## config.mk

```make
export PLATFORM = sky130hd
export DESIGN_NAME = imem_port_arbiter_flat
export DESIGN_NICKNAME = d
export VERILOG_FILES = /design/src/rtl/imem_port_arbiter_if.sv /design/src/rtl/imem_port_arbiter.sv /design/src/flat_wrapper.sv
export SDC_FILE = /design/constraint.sdc
export NUM_CORES = 1
export LEC_CHECK = 0
export CAP_MARGIN = 20
export CORE_AREA = 4 4 142 144
export DETAILED_ROUTE_END_ITERATION = 12
export DIE_AREA = 0 0 146 148
export PLACE_DENSITY_LB_ADDON = 0.3
export SLEW_MARGIN = 40
export SYNTH_ARGS = -nofsm -noshare
export SYNTH_HDL_FRONTEND = slang
export SYNTH_SLANG_ARGS = --single-unit
```

## constraint.sdc

```tcl
create_clock -name i_clk -period 1.7 [get_ports i_clk]
set_input_delay 0.17 -clock i_clk [delete_from_list [all_inputs] [get_ports i_clk]]
set_output_delay 0.17 -clock i_clk [all_outputs]
set_load 0.02 [all_outputs]
```

## src/rtl/imem_port_arbiter_if.sv

```systemverilog
// Bus bundle between the two requesters, the arbiter and the shared memory.
//   slave  : arbiter view (requests and memory status in; ready, response and memory drive out)
//   master : requester/memory-model view (the mirror image)
// Signal names keep the arbiter-side i_/o_ prefixes in both views.
interface imem_port_arbiter_if #(
   parameter int unsigned DATA_WIDTH = 32,
   parameter int unsigned ADDR_WIDTH = 64
);
   logic [1:0]            i_req_valid;
   logic [1:0]            i_req_we;
   logic [ADDR_WIDTH-1:0] i_req_addr_0;
   logic [ADDR_WIDTH-1:0] i_req_addr_1;
   logic [DATA_WIDTH-1:0] i_req_data_0;
   logic [DATA_WIDTH-1:0] i_req_data_1;
   logic [1:0]            o_req_ready;
   logic [1:0]            o_resp_valid;
   logic [DATA_WIDTH-1:0] o_resp_data;
   logic                  o_resp_err;
   logic [ADDR_WIDTH-1:0] o_mem_addr;
   logic [DATA_WIDTH-1:0] o_mem_data;
   logic                  o_mem_we;
   logic [DATA_WIDTH-1:0] i_mem_read_data;
   logic                  i_mem_access_done;

   modport slave (
      input  i_req_valid, i_req_we, i_req_addr_0, i_req_addr_1, i_req_data_0, i_req_data_1,
      input  i_mem_read_data, i_mem_access_done,
      output o_req_ready, o_resp_valid, o_resp_data, o_resp_err,
      output o_mem_addr, o_mem_data, o_mem_we
   );

   modport master (
      output i_req_valid, i_req_we, i_req_addr_0, i_req_addr_1, i_req_data_0, i_req_data_1,
      output i_mem_read_data, i_mem_access_done,
      input  o_req_ready, o_resp_valid, o_resp_data, o_resp_err,
      input  o_mem_addr, o_mem_data, o_mem_we
   );
endinterface

```

## src/rtl/imem_port_arbiter.sv

```systemverilog
// Two-port round-robin arbiter/sequencer for a shared single-port multi-cycle memory.
// Port 0 is instruction fetch, port 1 is data load/store. One request is captured in IDLE,
// driven to memory from holding registers during ACCESS until done (or timeout), then a
// one-cycle registered response is returned to the winner in RESP.
// Ports:
//   i_clk  : clock, rising edge
//   i_arst : synchronous active-high reset
//   bus    : slave view of imem_port_arbiter_if (requests, ready, response, memory drive)
module imem_port_arbiter #(
   parameter int unsigned DATA_WIDTH     = 32,
   parameter int unsigned ADDR_WIDTH     = 64,
   parameter int unsigned TIMEOUT_CYCLES = 64
) (
   input logic                 i_clk,
   input logic                 i_arst,
   imem_port_arbiter_if.slave  bus
);

   localparam int unsigned CntW = (TIMEOUT_CYCLES > 2) ? $clog2(TIMEOUT_CYCLES) : 1;
   localparam logic [CntW-1:0] CntLast = CntW'(TIMEOUT_CYCLES - 1);

   typedef enum logic [1:0] {StIdle, StAccess, StResp} state_e;

   state_e                state_q, state_d;
   logic [CntW-1:0]       cnt_q, cnt_d;
   // last_grant also identifies the port owning the transaction in flight.
   logic                  last_grant_q, last_grant_d;
   logic [ADDR_WIDTH-1:0] addr_q, addr_d;
   logic [DATA_WIDTH-1:0] data_q, data_d;
   logic                  we_q, we_d;
   logic [1:0]            resp_valid_q, resp_valid_d;
   logic [DATA_WIDTH-1:0] resp_data_q, resp_data_d;
   logic                  resp_err_q, resp_err_d;

   logic                  grant_idx;
   logic [1:0]            ready;

   // On a tie the port that did not win last time is chosen.
   always_comb begin
      grant_idx = 1'b0;
      if (bus.i_req_valid == 2'b10) begin
         grant_idx = 1'b1;
      end else if (bus.i_req_valid == 2'b11) begin
         grant_idx = ~last_grant_q;
      end
   end

   always_comb begin
      state_d      = state_q;
      cnt_d        = cnt_q;
      last_grant_d = last_grant_q;
      addr_d       = addr_q;
      data_d       = data_q;
      we_d         = we_q;
      resp_valid_d = 2'b00;
      resp_data_d  = resp_data_q;
      resp_err_d   = resp_err_q;
      ready        = 2'b00;

      case (state_q)
         StIdle: begin
            if (|bus.i_req_valid) begin
               ready[grant_idx] = 1'b1;
               last_grant_d     = grant_idx;
               addr_d           = grant_idx ? bus.i_req_addr_1 : bus.i_req_addr_0;
               data_d           = grant_idx ? bus.i_req_data_1 : bus.i_req_data_0;
               we_d             = bus.i_req_we[grant_idx];
               cnt_d            = '0;
               state_d          = StAccess;
            end
         end
         StAccess: begin
            cnt_d = cnt_q + 1'b1;
            // Done takes priority over a coincident timeout.
            if (bus.i_mem_access_done) begin
               resp_valid_d = {last_grant_q, ~last_grant_q};
               resp_data_d  = we_q ? '0 : bus.i_mem_read_data;
               resp_err_d   = 1'b0;
               state_d      = StResp;
            end else if (cnt_q == CntLast) begin
               resp_valid_d = {last_grant_q, ~last_grant_q};
               resp_data_d  = '0;
               resp_err_d   = 1'b1;
               state_d      = StResp;
            end
         end
         StResp: begin
            cnt_d   = '0;
            state_d = StIdle;
         end
         default: begin
            state_d = StIdle;
         end
      endcase
   end

   always_ff @(posedge i_clk) begin
      if (i_arst) begin
         state_q      <= StIdle;
         cnt_q        <= '0;
         last_grant_q <= 1'b1;
         addr_q       <= '0;
         data_q       <= '0;
         we_q         <= 1'b0;
         resp_valid_q <= 2'b00;
         resp_data_q  <= '0;
         resp_err_q   <= 1'b0;
      end else begin
         state_q      <= state_d;
         cnt_q        <= cnt_d;
         last_grant_q <= last_grant_d;
         addr_q       <= addr_d;
         data_q       <= data_d;
         we_q         <= we_d;
         resp_valid_q <= resp_valid_d;
         resp_data_q  <= resp_data_d;
         resp_err_q   <= resp_err_d;
      end
   end

   assign bus.o_req_ready  = ready;
   assign bus.o_resp_valid = resp_valid_q;
   assign bus.o_resp_data  = resp_data_q;
   assign bus.o_resp_err   = resp_err_q;
   assign bus.o_mem_addr   = addr_q;
   assign bus.o_mem_data   = data_q;
   assign bus.o_mem_we     = (state_q == StAccess) && we_q;

endmodule
```

## src/flat_wrapper.sv

```systemverilog
// flat-port wrapper written by rule: the top's interface ports become plain ports
module imem_port_arbiter_flat 
#(
   parameter int unsigned DATA_WIDTH     = 32,
   parameter int unsigned ADDR_WIDTH     = 64,
   parameter int unsigned TIMEOUT_CYCLES = 64
)
  (i_clk, i_arst, bus_i_req_valid, bus_i_req_we, bus_i_req_addr_0, bus_i_req_addr_1, bus_i_req_data_0, bus_i_req_data_1, bus_i_mem_read_data, bus_i_mem_access_done, bus_o_req_ready, bus_o_resp_valid, bus_o_resp_data, bus_o_resp_err, bus_o_mem_addr, bus_o_mem_data, bus_o_mem_we);
  imem_port_arbiter_if #(.DATA_WIDTH(DATA_WIDTH), .ADDR_WIDTH(ADDR_WIDTH)) bus_i ();
  input logic i_clk;
  input logic i_arst;
  input wire logic [$bits(bus_i.i_req_valid)-1:0] bus_i_req_valid;
  input wire logic [$bits(bus_i.i_req_we)-1:0] bus_i_req_we;
  input wire logic [$bits(bus_i.i_req_addr_0)-1:0] bus_i_req_addr_0;
  input wire logic [$bits(bus_i.i_req_addr_1)-1:0] bus_i_req_addr_1;
  input wire logic [$bits(bus_i.i_req_data_0)-1:0] bus_i_req_data_0;
  input wire logic [$bits(bus_i.i_req_data_1)-1:0] bus_i_req_data_1;
  input wire logic [$bits(bus_i.i_mem_read_data)-1:0] bus_i_mem_read_data;
  input wire logic [$bits(bus_i.i_mem_access_done)-1:0] bus_i_mem_access_done;
  output wire logic [$bits(bus_i.o_req_ready)-1:0] bus_o_req_ready;
  output wire logic [$bits(bus_i.o_resp_valid)-1:0] bus_o_resp_valid;
  output wire logic [$bits(bus_i.o_resp_data)-1:0] bus_o_resp_data;
  output wire logic [$bits(bus_i.o_resp_err)-1:0] bus_o_resp_err;
  output wire logic [$bits(bus_i.o_mem_addr)-1:0] bus_o_mem_addr;
  output wire logic [$bits(bus_i.o_mem_data)-1:0] bus_o_mem_data;
  output wire logic [$bits(bus_i.o_mem_we)-1:0] bus_o_mem_we;
  assign bus_i.i_req_valid = bus_i_req_valid;
  assign bus_i.i_req_we = bus_i_req_we;
  assign bus_i.i_req_addr_0 = bus_i_req_addr_0;
  assign bus_i.i_req_addr_1 = bus_i_req_addr_1;
  assign bus_i.i_req_data_0 = bus_i_req_data_0;
  assign bus_i.i_req_data_1 = bus_i_req_data_1;
  assign bus_i.i_mem_read_data = bus_i_mem_read_data;
  assign bus_i.i_mem_access_done = bus_i_mem_access_done;
  assign bus_o_req_ready = bus_i.o_req_ready;
  assign bus_o_resp_valid = bus_i.o_resp_valid;
  assign bus_o_resp_data = bus_i.o_resp_data;
  assign bus_o_resp_err = bus_i.o_resp_err;
  assign bus_o_mem_addr = bus_i.o_mem_addr;
  assign bus_o_mem_data = bus_i.o_mem_data;
  assign bus_o_mem_we = bus_i.o_mem_we;
  imem_port_arbiter #(.DATA_WIDTH(DATA_WIDTH), .ADDR_WIDTH(ADDR_WIDTH), .TIMEOUT_CYCLES(TIMEOUT_CYCLES)) u_core (.i_clk(i_clk), .i_arst(i_arst), .bus(bus_i));
endmodule
```

======== After elaboration in Yosys (flattened, before gate mapping) ========
Cells that the tools add are included.
operators by class
  bitwise logic cells ..................... 2
  eq/ne operators ......................... 7
  add/subtract/negate cells ............... 1
  muxes and demuxes ....................... 23
  order comparisons ....................... 2
  reduce and logical (&&, ||, !) cells .... 11
operators with widths
  cell                                                       number
  two-way mux 32 bit                                         4
  two-way mux 64 bit                                         1
  one-hot mux 6 bit (3 select lines)                         1
  two-way mux 2 bit                                          7
  AND reduction 2 bit                                        4
  two-way mux 1 bit                                          7
  adder 6 x 1 -> 6 bit (second input constant)               1
  == test 2 bit (second input constant)                      3
  == test 6 bit (second input constant)                      1
  two-way mux 6 bit                                          1
  one-hot mux 2 bit (2 select lines)                         1
  OR reduction 2 bit                                         2
  inequality test 3 x 2 -> 1 bit (second input constant)     1
  nonzero test 3 bit                                         1
  == test 2 x 1 -> 1 bit (second input constant)             1
  logical AND 1 bit                                          2
  logical NOT 2 bit                                          1
  < comparator 1 x 2 -> 1 bit (second input constant)        1
  inequality test 2 x 1 -> 1 bit (second input constant)     1
  inverter 1 bit                                             2
  nonzero test 2 bit                                         1
  demux 1 bit (select 1 bit)                                 1
  greater-or-equal comparator 1 bit (second input constant)  1
word-level totals
  flip-flop bits (word level) ............. 141
  output and inout bits ................... 134

======== Longest topological paths before layout ========
Gate-level depths: netlist (run 1).
  word-level depth ........................ 9
  mapped depth ............................ 7

======== Least setup slack after synthesis (run 1) ========
No wires, ideal clock.
  kind .................................... register to register
  from .................................... reg u_core.cnt_q[0]
  to ...................................... reg u_core.resp_data_q[10] (netlist: u_core.bus.o_resp_data[10])
  period minus slack after synthesis ...... 1488 ps
  data arrival time ....................... 1368 ps
  stages on the path, launching flop included .. 7
  slack ................................... 212 ps
  library setup time ...................... 120 ps
  path through ............................ dfxtp_1 -> ha_1 -> and4b_1 -> a22o_1 -> buf_6 -> buf_6 -> mux2i_1
between the ends
  cells in the longest elaborated chain, start to end .. 3
RTL lines
  what                                  RTL line                  source
  start, declared                       imem_port_arbiter.sv:25   logic [CntW-1:0] cnt_q, cnt_d;
  start signal, assigned                imem_port_arbiter.sv:110  cnt_q <= cnt_d;
  == test 6 bit                         imem_port_arbiter.sv:80   end else if (cnt_q == CntLast) begin
  nonzero test 2 bit (no source line)   -
  AND reduction 2 bit (no source line)  -
  end signal, assigned                  imem_port_arbiter.sv:116  resp_data_q <= resp_data_d;
  end, declared                         imem_port_arbiter.sv:32   logic [DATA_WIDTH-1:0] resp_data_q, resp_data_d;
Every way passes these cells.
A chain may end at the register's enable or synchronous reset.

======== Final worst setup path (run 1) ========
  from .................................... reg u_core.state_q[0]
  to ...................................... out bus_o_req_ready[1]
between the ends
  cells in the longest elaborated chain, start to end .. 2
RTL lines
  what                    RTL line                  source
  start, declared         imem_port_arbiter.sv:24   state_e state_q, state_d;
  start signal, assigned  imem_port_arbiter.sv:99   state_q <= StIdle;
  start signal, assigned  imem_port_arbiter.sv:109  state_q <= state_d;
  logical NOT 2 bit       imem_port_arbiter.sv:60   case (state_q)
  two-way mux 2 bit       imem_port_arbiter.sv:60
  end, declared           flat_wrapper.sv:20        output wire logic [$bits(bus_i.o_req_ready)-1:0] bus_o_req_ready;
Every way passes these cells.

==> results by group, run 1 <==
Outcome
  • Status: finished clean

Final layout
  • Layout Cells excl Fill: 1343
  • Layout cells sized above 1: 0.07484
  • # diodes: 0
  • Fill count: 1723
  • Nets: 1329
  • Area Overhead vs Synth: 70.94%

Floorplan
  • Die width: 146 microns
  • Initial cell density of the core: 0.3429
  • Die Span Y: 148 microns
  • Die ar.: 21610 sq um
  • I/O pins: 365
  • Core ar.: 18710 sq um
  • Row count: 50

Clock tree
  • CTS tree: yes
  • Clock buffer count from CTS: 17
  • Reg clk slew, reported paths: 0.06 ns
  • Root Driver: clkbuf_16
  • H-tree levels: 4
  • Clk buf depth: 2
  • Clk_lat worst skew: 0.42 ns
  • Clk sink count: 141
  • # hold bufs at CTS: 0

Synth
  • Top cell type's share of synthesized area: 0.4400
  • Post-Syn Nets: 1002
  • FF+latch count, synth: 141
  • Syn Std Cell Area: 6415 sq um
  • Dominant cell by count in the synthesized netlist: dfxtp_1
  • Post-synth EDFFs: 0
  • Top post-synthesis cells by count: dfxtp_1 (141), nand2_1 (90), nand3_1 (72)
  • Cell variety after synth: 41
  • Primary FF master, synth: dfxtp_1
  • Top cells by area, synth: dfxtp_1 (44%), a31oi_1 (6.8%), nand4_1 (6.8%), nand3_1 (5.6%), nand2_1 (5.3%)
  • Post-Syn Instances: 770
  • Synth Area per Inst: 8.331 sq um
  • FFs w/ async S/R, synth: 0
  • Sequential area share after synthesis: 0.4400
  • Leading area contributor after synthesis: dfxtp_1
  • YS warnings: 0

Power and ir drop
  • Total power draw: 10.16 mW
  • Leakage: 3.839 nW
  • Peak supply drop: 0.6045 mV
  • PwrDens: 926.5 nW/um^2

Timing
  • Setup TNS: 0 ns
  • Final Hold Fails: 0
  • Slew Viols, Final: 0
  • Peak Freq: 0.6260 GHz
  • Worst clock skew: 0.01034 ns
  • Setup violations, final: 0
  • Max-Slew Margin vs Limit: 0.6418
  • Hold_ws: 0.2695 ns
  • RSZ-0062 raised after global routing: no
  • Min Clock Period, post-route: 1.597 ns
  • Worst-margin pin slew: 0.5373 ns
  • Final period utilization: 0.9397

Hold path
  • Worst min path class: input pin to flip-flop

Setup path
  • Req. time, crit path: 1.53 ns
  • Startpoint Class: flip-flop
  • WS Path Type: flip-flop to primary output
  • CP arrival: 1.43 ns
  • Worst-path fanout max: 4
  • Crit. End Element: primary output

Routing
  • First-pass iteration count of the detailed router: 5
  • DRC Markers: 0
  • Drt total wl: 25910 microns
  • Vias: 7308
  • WL/cell: 19.29 microns
  • Antenna-violating nets left: 0
  • Via density: 5.442
  • Initial DRC Count: 354

GRT
  • Vias in the first global route: 6993
  • First-pass GRT wire length: 39360 microns
  • Overall Global Routing Usage: 0.2261
  • Largest net degree at the start of global routing: 98
  • Initial antenna violation count: 0
  • Grt ovf: 0

Placement
  • GP Congestion: 0.8351
  • Dpl hpwl: 17970 microns
  • Buffers added on ports: 364
  • Placed Instances: 1312

Flow run
  • Max Cap Violations: 0
-- layout by cell type (no fill, tap or decap), types with 2 or more instances in the layout --
cell type	instances
bufinv_16	2
buf_4	27
clkinv_4	2
nand4_1	70
a21oi_1	31
nand3_1	72
a211oi_1	3
clkdlybuf4s50_1	360
o21ai_0	21
clkbuf_8	3
clkinv_2	2
nor2_1	3
mux2i_1	32
a311oi_1	29
a41oi_1	2
dfxtp_1	141
and2_1	2
clkinvlp_4	2
nor2_4	3
nand2b_1	33
o21ai_1	50
clkbuf_16	17
buf_2	2
clkbuf_1	2
buf_12	13
nor2b_1	2
nand2_1	90
a31oi_1	70
-- per-stage QoR --
stage	setup slack (ns)	area [sq um]	utilization
final	0.1026	10970	0.5862
after detailed placement	-0.3051	10380	0.5549
after CTS	-0.003968	10970	0.5864
after global placement	-0.2951	10380	0.5549
after global routing	0.01143	10970	0.5862
after floorplan	0.2125	6415	-
-- timing repair --
| item | CTS | global route |
|---|---|---|
| setup buffers | 0 | 0 |
| hold endpoints to repair | 0 | 0 |
| resized for setup | 11 | 5 |
| endpoints found under the setup margin | 30 | 29 |
-- flip-flops by register name, summed over array words and instances, names as in the netlist --
register and count:
u_core.bus.o_mem_addr 64, u_core.bus.o_mem_data 32, u_core.bus.o_resp_data 32, u_core.bus.o_resp_err 1, u_core.bus.o_resp_valid 2, u_core.cnt_q 6
u_core.last_grant_q 1, u_core.state_q 2, u_core.we_q 1
-- area by class of cell --
class	count	area, sq um	area share
Clock buffer	22	474.2	0.04325
Clock inverter	9	111.4	0.01016
Sequential cell	141	2823	0.2574
Tap cell	234	292.8	0.02670
Timing Repair Buffer	403	4081	0.3722
Multi-Input combinational cell	534	3183	0.2903
-- cell families (layout without fill, tap and decap cells) --
family | count (synthesis) | in the layout | share of synthesized area
compound gates | 214 | 214 | 0.2046
fa+ha+maj | 1 | 1 | 0.001950
flops | 141 | 141 | 0.4400
buf+inv | 95 | 434 | 0.06963
mux | 32 | 32 | 0.04993
simple gates | 287 | 287 | 0.2339
-- worst max-delay path, stage by stage (launching register included) --
cell and delay [ns]:
dfxtp_1 0.34, or2_2 0.33, nor2_2 0.15, buf_2 0.19
-- report_power, final --
group          switching (mW)  internal (mW)  leakage (nW)  total (mW)
registers               0.144           3.58          1.16        3.72
clock network            1.47           2.28         0.283        3.74
logic                    1.34           1.35          2.40        2.69
total                    2.95           7.21          3.84        10.2
-- final timing paths --
path / from / endpoint / slack [ns] / depth (start not counted)
setup reg to reg: u_core.state_q[0]$_SDFFE_PP0P_ / u_core.bus.o_mem_data[19]$_SDFFE_PP0P_ / 0.10 / 5
hold / removal: i_arst / u_core.bus.o_resp_data[18]$_SDFFE_PP0P_ / 0.27 / 5
hold reg to reg: u_core.bus.o_resp_data[31]$_SDFFE_PP0P_ / u_core.bus.o_resp_data[31]$_SDFFE_PP0P_ / 0.47 / 2
setup / recovery: u_core.state_q[0]$_SDFFE_PP0P_ / bus_o_req_ready[1] / 0.10 / 3
-- routing by layer --
metal  vias to the layer above  global-route usage  share of wire
met3                        37             0.07419          0.088
met1                      3434              0.2727           0.40
li1                       3512                   -              -
met4                         0             0.07949          0.024
met5                         -                   0              0
met2                       325              0.3799           0.49
No activity file was read; power rests on OpenSTA's default activity.
==> run 2: changes to the inputs <==
--- a/config.mk
+++ b/config.mk
@@ -6,11 +6,14 @@
 export NUM_CORES = 1
 export LEC_CHECK = 0
 export CAP_MARGIN = 20
-export CORE_AREA = 4 4 142 144
+export CELL_PAD_IN_SITES_DETAIL_PLACEMENT = 1
+export CELL_PAD_IN_SITES_GLOBAL_PLACEMENT = 1
+export CORE_MARGIN = 4
+export CORE_UTILIZATION = 27
 export DETAILED_ROUTE_END_ITERATION = 12
-export DIE_AREA = 0 0 146 148
 export PLACE_DENSITY_LB_ADDON = 0.3
 export SLEW_MARGIN = 40
 export SYNTH_ARGS = -nofsm -noshare
 export SYNTH_HDL_FRONTEND = slang
 export SYNTH_SLANG_ARGS = --single-unit
+export TNS_END_PERCENT = 5
==> results by group, run 2 (synthesis gave the netlist of run 1 again) <==
Outcome
  • Status: finished clean

GRT
  • Largest net degree at the start of global routing: 112 (+14%)
  • Vias in the first global route: 7483 (+7.0%)
  • First-pass GRT wire length: 43640 microns (+11%)
  • Grt ovf: 0 (unchanged)
  • Initial antenna violation count: 4 (+4)
  • Overall Global Routing Usage: 0.2080 (-0.01806)

Clock tree
  • Clk buf depth: 2 (unchanged)
  • Post-CTS Setup Bufs: 0 (unchanged)
  • Clock buffer count from CTS: 17 (unchanged)
  • Root Driver: clkbuf_16
  • # hold bufs at CTS: 0 (unchanged)
  • CTS tree: yes
  • H-tree levels: 4 (unchanged)
  • Clk sink count: 141 (unchanged)
  • Reg clk slew, reported paths: 0.06 ns (about the same)
  • Clk_lat worst skew: 0.42 ns (about the same)

Final layout
  • Leading cell type in the layout, fill and taps excluded: clkdlybuf4s50_1
  • Area Overhead vs Synth: 73.47%
  • Layout cells sized above 1: 0.07989 (+0.005050)
  • Seq. cell area: 2823 sq um (unchanged)
  • Layout Cells excl Fill: 1434 (+6.8%)
  • Most frequent cells in the layout: clkdlybuf4s50_1 (360), dfxtp_1 (141), nand2_1 (89)
  • Final Instance Area: 11130 sq um (+1.5%)
  • Nets: 1333 (+0.30%)
  • Fill count: 2766 (+61%)
  • Footprint of the multi-input gates: 3209 sq um (+0.83%)
  • Largest register FFs: 64 (unchanged)

Setup path
  • Reg2reg setup slack: 0.08 ns (-0.02 ns)
  • WS Path Type: flip-flop to primary output
  • Worst-path fanout max: 8 (+4)
  • CP delay by family, top: simple AND/OR/NAND/NOR gates
  • Startpoint Class: flip-flop
  • Buf+Inv Stages, Crit Path: 2 (+1)
  • Req. time, crit path: 1.53 ns (about the same)
  • Crit. End Element: primary output
  • CP dominant cell by count: buf_4
  • Worst path max stage delay: 0.31 ns (-0.03 ns)
  • Slowest library cell on the worst path: dfxtp_1
  • Crit path cell chain: buf_4, nor2_4, nand2_2, nor2_1, buf_4
  • CP arrival: 1.48 ns (+0.05 ns)

Floorplan
  • Core ar.: 23400 sq um (+25%)
  • Row count: 56 (+12%)
  • Die Span Y: 162.1 microns (+9.6%)
  • Die width: 162.1 microns (+11%)
  • Initial cell density of the core: 0.2741 (-0.06883)
  • Die ar.: 26290 sq um (+22%)
  • I/O pins: 365 (unchanged)

Routing
  • DRC Markers: 0 (unchanged)
  • Drt total wl: 29260 microns (+13%)
  • Max Used Layer: met5
  • Vias: 7344 (+0.49%)
  • Initial DRC Count: 437 (+23%)
  • Wire length on met2: 13530 microns (+6.5%)
  • Met1 WL: 12640 microns (+23%)
  • WL/cell: 20.41 microns (+5.8%)
  • Antenna-violating nets left: 0 (unchanged)
  • Via density: 5.121 (-5.9%)
  • Met3 routed WL: 2410 microns (+6.0%)
  • First-pass iteration count of the detailed router: 4 (-1)

Timing
  • Hold_ws: 0.1400 ns (-0.1295 ns)
  • RSZ-0062 raised after global routing: yes
  • Final period utilization: 0.9687 (+0.02905)
  • Worst-margin pin slew: 0.5165 ns (-0.02079 ns)
  • Slew Viols, Final: 0 (unchanged)
  • Setup TNS: 0 ns (unchanged)
  • Worst clock skew: 0.01390 ns (+0.003554 ns)
  • Max-Slew Margin vs Limit: 0.6549 (+0.01304)
  • Setup violations, final: 0 (unchanged)
  • Final Hold Fails: 0 (unchanged)
  • Min Clock Period, post-route: 1.647 ns (+0.04939 ns)
  • Peak Freq: 0.6072 GHz (-3.0%)

Hold path
  • Worst min path class: input pin to flip-flop

Flow run
  • Max Cap Violations: 0 (unchanged)

Power and ir drop
  • Peak supply drop: 0.6117 mV (+1.2%)
  • PwrDens: 909.7 nW/um^2 (-1.8%)
  • Total power draw: 10.12 mW (-0.36%)
  • Leakage: 3.845 nW (+0.15%)

Placement
  • Dpl hpwl: 20110 microns (+12%)
  • Post-DP Area: 10530 sq um (+1.4%)
  • Placed Instances: 1399 (+6.6%)
  • Buffers added on ports: 364 (unchanged)
  • GP Congestion: 0.7776 (-6.9%)
run 2: stage by stage:
| stage | util | setup WS (ns) |
|---|---|---|
| 2_1_floorplan | - | 0.2125 |
| 3_3_place_gp | 0.4498 | -0.2070 |
| 3_5_place_dp | 0.4498 | -0.2332 |
| 4_1_cts | 0.4734 | 0.004502 |
| 5_1_grt | 0.4755 | -0.01936 |
| 6_report | 0.4755 | 0.05318 |
run 2: path summary, 6_finish.rpt:
path / startpoint / endpoint / depth (start not counted)
max: u_core.state_q[0]$_SDFFE_PP0P_ / bus_o_req_ready[0] / 5
min: i_arst / u_core.cnt_q[1]$_SDFFE_PP0P_ / 2
min reg2reg: u_core.bus.o_resp_data[13]$_SDFFE_PP0P_ / u_core.bus.o_resp_data[13]$_SDFFE_PP0P_ / 2
max reg2reg: u_core.cnt_q[1]$_SDFFE_PP0P_ / u_core.bus.o_resp_data[7]$_SDFFE_PP0P_ / 5
run 2: layer usage:
metal / vias up / global-route usage
li1: 3526 / -
met4: 6 / 0.06113
met1: 3497 / 0.2581
met5: - / 0
met2: 280 / 0.3389
met3: 35 / 0.07765
run 2: what timing repair did:
| item | CTS | global route |
|---|---|---|
| pin swaps | 1 | 2 |
| endpoints found under the setup margin | 13 | 55 |
| cloned | 0 | 2 |
| resized for setup | 12 | 9 |
run 2: report_power, final:
part | switching (mW) | internal (mW) | total, mW
combinational | 1.42 | 1.37 | 2.79
clock | 1.55 | 2.06 | 3.61
sequential | 0.144 | 3.58 | 3.72
total | 3.11 | 7.01 | 10.1
run 2: cell type report:
type | instances | area share
Timing Repair Buffer | 406 | 0.3716
Multi-Input combinational cell | 535 | 0.2884
Sequential cell | 141 | 0.2537
Clock buffer | 20 | 0.04014
Tap cell | 319 | 0.03587
Clock inverter | 12 | 0.01012
Antenna cell | 1 | 0.0002249
==> run 3: changes to the inputs <==
--- a/config.mk
+++ b/config.mk
@@ -9,7 +9,7 @@
 export CELL_PAD_IN_SITES_DETAIL_PLACEMENT = 1
 export CELL_PAD_IN_SITES_GLOBAL_PLACEMENT = 1
 export CORE_MARGIN = 4
-export CORE_UTILIZATION = 27
+export CORE_UTILIZATION = 24
 export DETAILED_ROUTE_END_ITERATION = 12
 export PLACE_DENSITY_LB_ADDON = 0.3
 export SLEW_MARGIN = 40
==> constraint.sdc (replaced) <==
create_clock -name i_clk -period 1.4 [get_ports i_clk]
set_input_delay 0.14 -clock i_clk [delete_from_list [all_inputs] [get_ports i_clk]]
set_output_delay 0.14 -clock i_clk [all_outputs]
set_load 0.02 [all_outputs]
==> results by group, run 3 (synthesis gave the netlist of run 1 again) <==
Final layout
  • Final core occ: 0.4403 (-0.03517)
  • Most frequent cells in the layout: clkdlybuf4s50_1 (228), dfxtp_1 (136), dlygate4sd2_1 (132)
  • Final Instance Area: 11540 sq um (+3.7%)
  • Nets: 1362 (+2.2%)
  • Largest register FFs: 64 (unchanged)
  • # diodes: 0 (-1)
  • Leading cell type in the layout, fill and taps excluded: clkdlybuf4s50_1
  • Fill count: 3038 (+9.8%)
  • Layout cells sized above 1: 0.1269 (+0.04697)
  • Area Overhead vs Synth: 79.89%
  • Layout Cells excl Fill: 1478 (+3.1%)

Power and ir drop
  • Peak supply drop: 0.5981 mV (-2.2%)
  • PwrDens: 1096 nW/um^2 (+20%)
  • Leakage: 4.617 nW (+20%)

GRT
  • Vias in the first global route: 7718 (+3.1%)
  • Largest net degree at the start of global routing: 62 (-45%)
  • Initial antenna violation count: 2 (-2)
  • Overall Global Routing Usage: 0.1903 (-0.01778)
  • Grt ovf: 0 (unchanged)
  • First-pass GRT wire length: 44050 microns (+0.93%)

Floorplan
  • Core ar.: 26210 sq um (+12%)
  • Initial cell density of the core: 0.2448 (-0.02933)
  • I/O pins: 365 (unchanged)
  • Row count: 59 (+5.4%)
  • Die width: 171.5 microns (+5.8%)
  • Die Span Y: 171.5 microns (+5.8%)
  • Die ar.: 29410 sq um (+12%)

Timing
  • Final period utilization: 1.102
  • Min Clock Period, post-route: 1.543 ns
  • Worst clock skew: 0.01633 ns (+0.002436 ns)
  • Hold_ws: 0.2532 ns (+0.1131 ns)
  • Max-Slew Margin vs Limit: 0.7442 (+0.08935)
  • Peak Freq: 0.6483 GHz
  • RSZ-0062 raised after global routing: yes
  • Final Hold Fails: 0 (unchanged)
  • Setup violations, final: 44 (+44)
  • Final WS setup: -0.1426 ns (-0.1957 ns)
  • Slew Viols, Final: 0 (unchanged)
  • Worst-margin pin slew: 0.3837 ns (-0.1328 ns)

Routing
  • First-pass iteration count of the detailed router: 4 (unchanged)
  • Drt total wl: 29640 microns (+1.3%)
  • Antenna-violating nets left: 0 (unchanged)
  • Vias: 7497 (+2.1%)
  • Initial DRC Count: 217 (-50%)
  • Via density: 5.072 (-0.96%)
  • DRC Markers: 0 (unchanged)
  • WL/cell: 20.05 microns (-1.7%)

Clock tree
  • CTS tree: yes
  • Clock buffer count from CTS: 17 (unchanged)
  • H-tree levels: 4 (unchanged)
  • Reg clk slew, reported paths: 0.06 ns (about the same)
  • # hold bufs at CTS: 0 (unchanged)
  • Root Driver: clkbuf_16
  • Clk sink count: 141 (unchanged)
  • Clk_lat worst skew: 0.42 ns (about the same)
  • Clk buf depth: 2 (unchanged)

Outcome
  • Failing checks: negative setup slack
  • Status: finished with violations

Setup path
  • WS Path Type: flip-flop to primary output
  • FF-to-FF End: u_core.bus.o_mem_addr[31]$_SDFFE_PP0P_
  • Reg2reg start: u_core.last_grant_q$_SDFFE_PP1P_
  • Reg2reg setup slack: -0.06 ns (-0.14 ns)
  • Crit. End Element: primary output
  • Worst-path fanout max: 4 (-4)
  • Req. time, crit path: 1.26 ns (-0.27 ns)
  • Startpoint Class: flip-flop
  • Worst Setup SP: u_core.state_q[1]$_SDFFE_PP0P_
  • R2R cell count: 7 (+2)
  • Critical Path End: bus_o_req_ready[1]
  • CP arrival: 1.40 ns (-0.08 ns)

Placement
  • Dpl hpwl: 20880 microns (+3.8%)
  • Post-DP Area: 10810 sq um (+2.7%)
  • Buffers added on ports: 364 (unchanged)
  • GP Congestion: 0.7954 (+2.3%)
  • Placed Instances: 1435 (+2.6%)

Hold path
  • Worst min path class: input pin to flip-flop

Flow run
  • Max Cap Violations: 0 (unchanged)
==> run 3: power breakdown <==
part / internal (mW) / switching (mW) / leakage (nW)
registers: 4.34 / 0.160 / 1.16
clock network: 2.72 / 1.98 / 0.283
logic: 1.67 / 1.78 / 3.17
==> run 3: worst min-delay path by stage <==
stage / to / start / depth (start not counted) / slack [ns]
final: u_core.cnt_q[1]$_SDFFE_PP0P_ / i_arst / 3 / 0.25
after global routing: u_core.cnt_q[1]$_SDFFE_PP0P_ / i_arst / 3 / 0.25
after CTS: u_core.bus.o_resp_data[8]$_SDFFE_PP0P_ / bus_i_mem_read_data[8] / 3 / 0.25
after detailed placement: u_core.cnt_q[5]$_SDFFE_PP0P_ / u_core.cnt_q[5]$_SDFFE_PP0P_ / 1 / 0.46
after global placement: u_core.cnt_q[5]$_SDFFE_PP0P_ / u_core.cnt_q[5]$_SDFFE_PP0P_ / 1 / 0.45
after floorplan: u_core.bus.o_resp_err$_SDFFE_PP0P_ / bus_i_mem_access_done / 1 / 0.24
==> run 3: worst max-delay path, stage by stage, from the launching register on <==
cell     delay, ns
dfxtp_2       0.32
or2_2         0.36
nor2_2        0.14
buf_4         0.17
==> run 3: final cells by class <==
class / count / area, sq um / share of cell area
timing repair buffer: 436 / 4388 / 0.3802
sequential: 141 / 2829 / 0.2451
tap: 335 / 419.2 / 0.03632
clock inverter: 13 / 155.1 / 0.01344
clock buffer: 19 / 442.9 / 0.03838
multi-input combinational: 534 / 3306 / 0.2865
==> run 3: layer usage <==
| layer | vias to the layer above | routed length, microns | track usage | share of wire |
|---|---|---|---|---|
| met5 | - | 23 | 0 | 0.00078 |
| met4 | 4 | 451 | 0.04823 | 0.015 |
| met3 | 28 | 2623 | 0.07194 | 0.088 |
| met2 | 284 | 14250 | 0.3193 | 0.48 |
| met1 | 3591 | 12290 | 0.2304 | 0.41 |
| li1 | 3590 | - | - | - |
==> run 3: what timing repair did <==
action | CTS | global route
hold endpoints to repair | 0 | 0
setup endpoints to repair | 217 | 140
pin swaps | 18 | 39
resized for setup | 159 | 37
gates cloned | 0 | 1
buffers inserted | 5 | 6
==> run 3: stage by stage <==
stage          setup TNS, ns  setup slack, ns  power, mW
2_1_floorplan       -0.01130       -0.0007160      6.115
3_3_place_gp          -37.03          -0.5165      8.078
3_5_place_dp          -37.23          -0.4860      8.139
4_1_cts               -3.710          -0.2020      12.74
5_1_grt               -9.953          -0.2128      13.29
6_report              -1.209          -0.1426      12.65
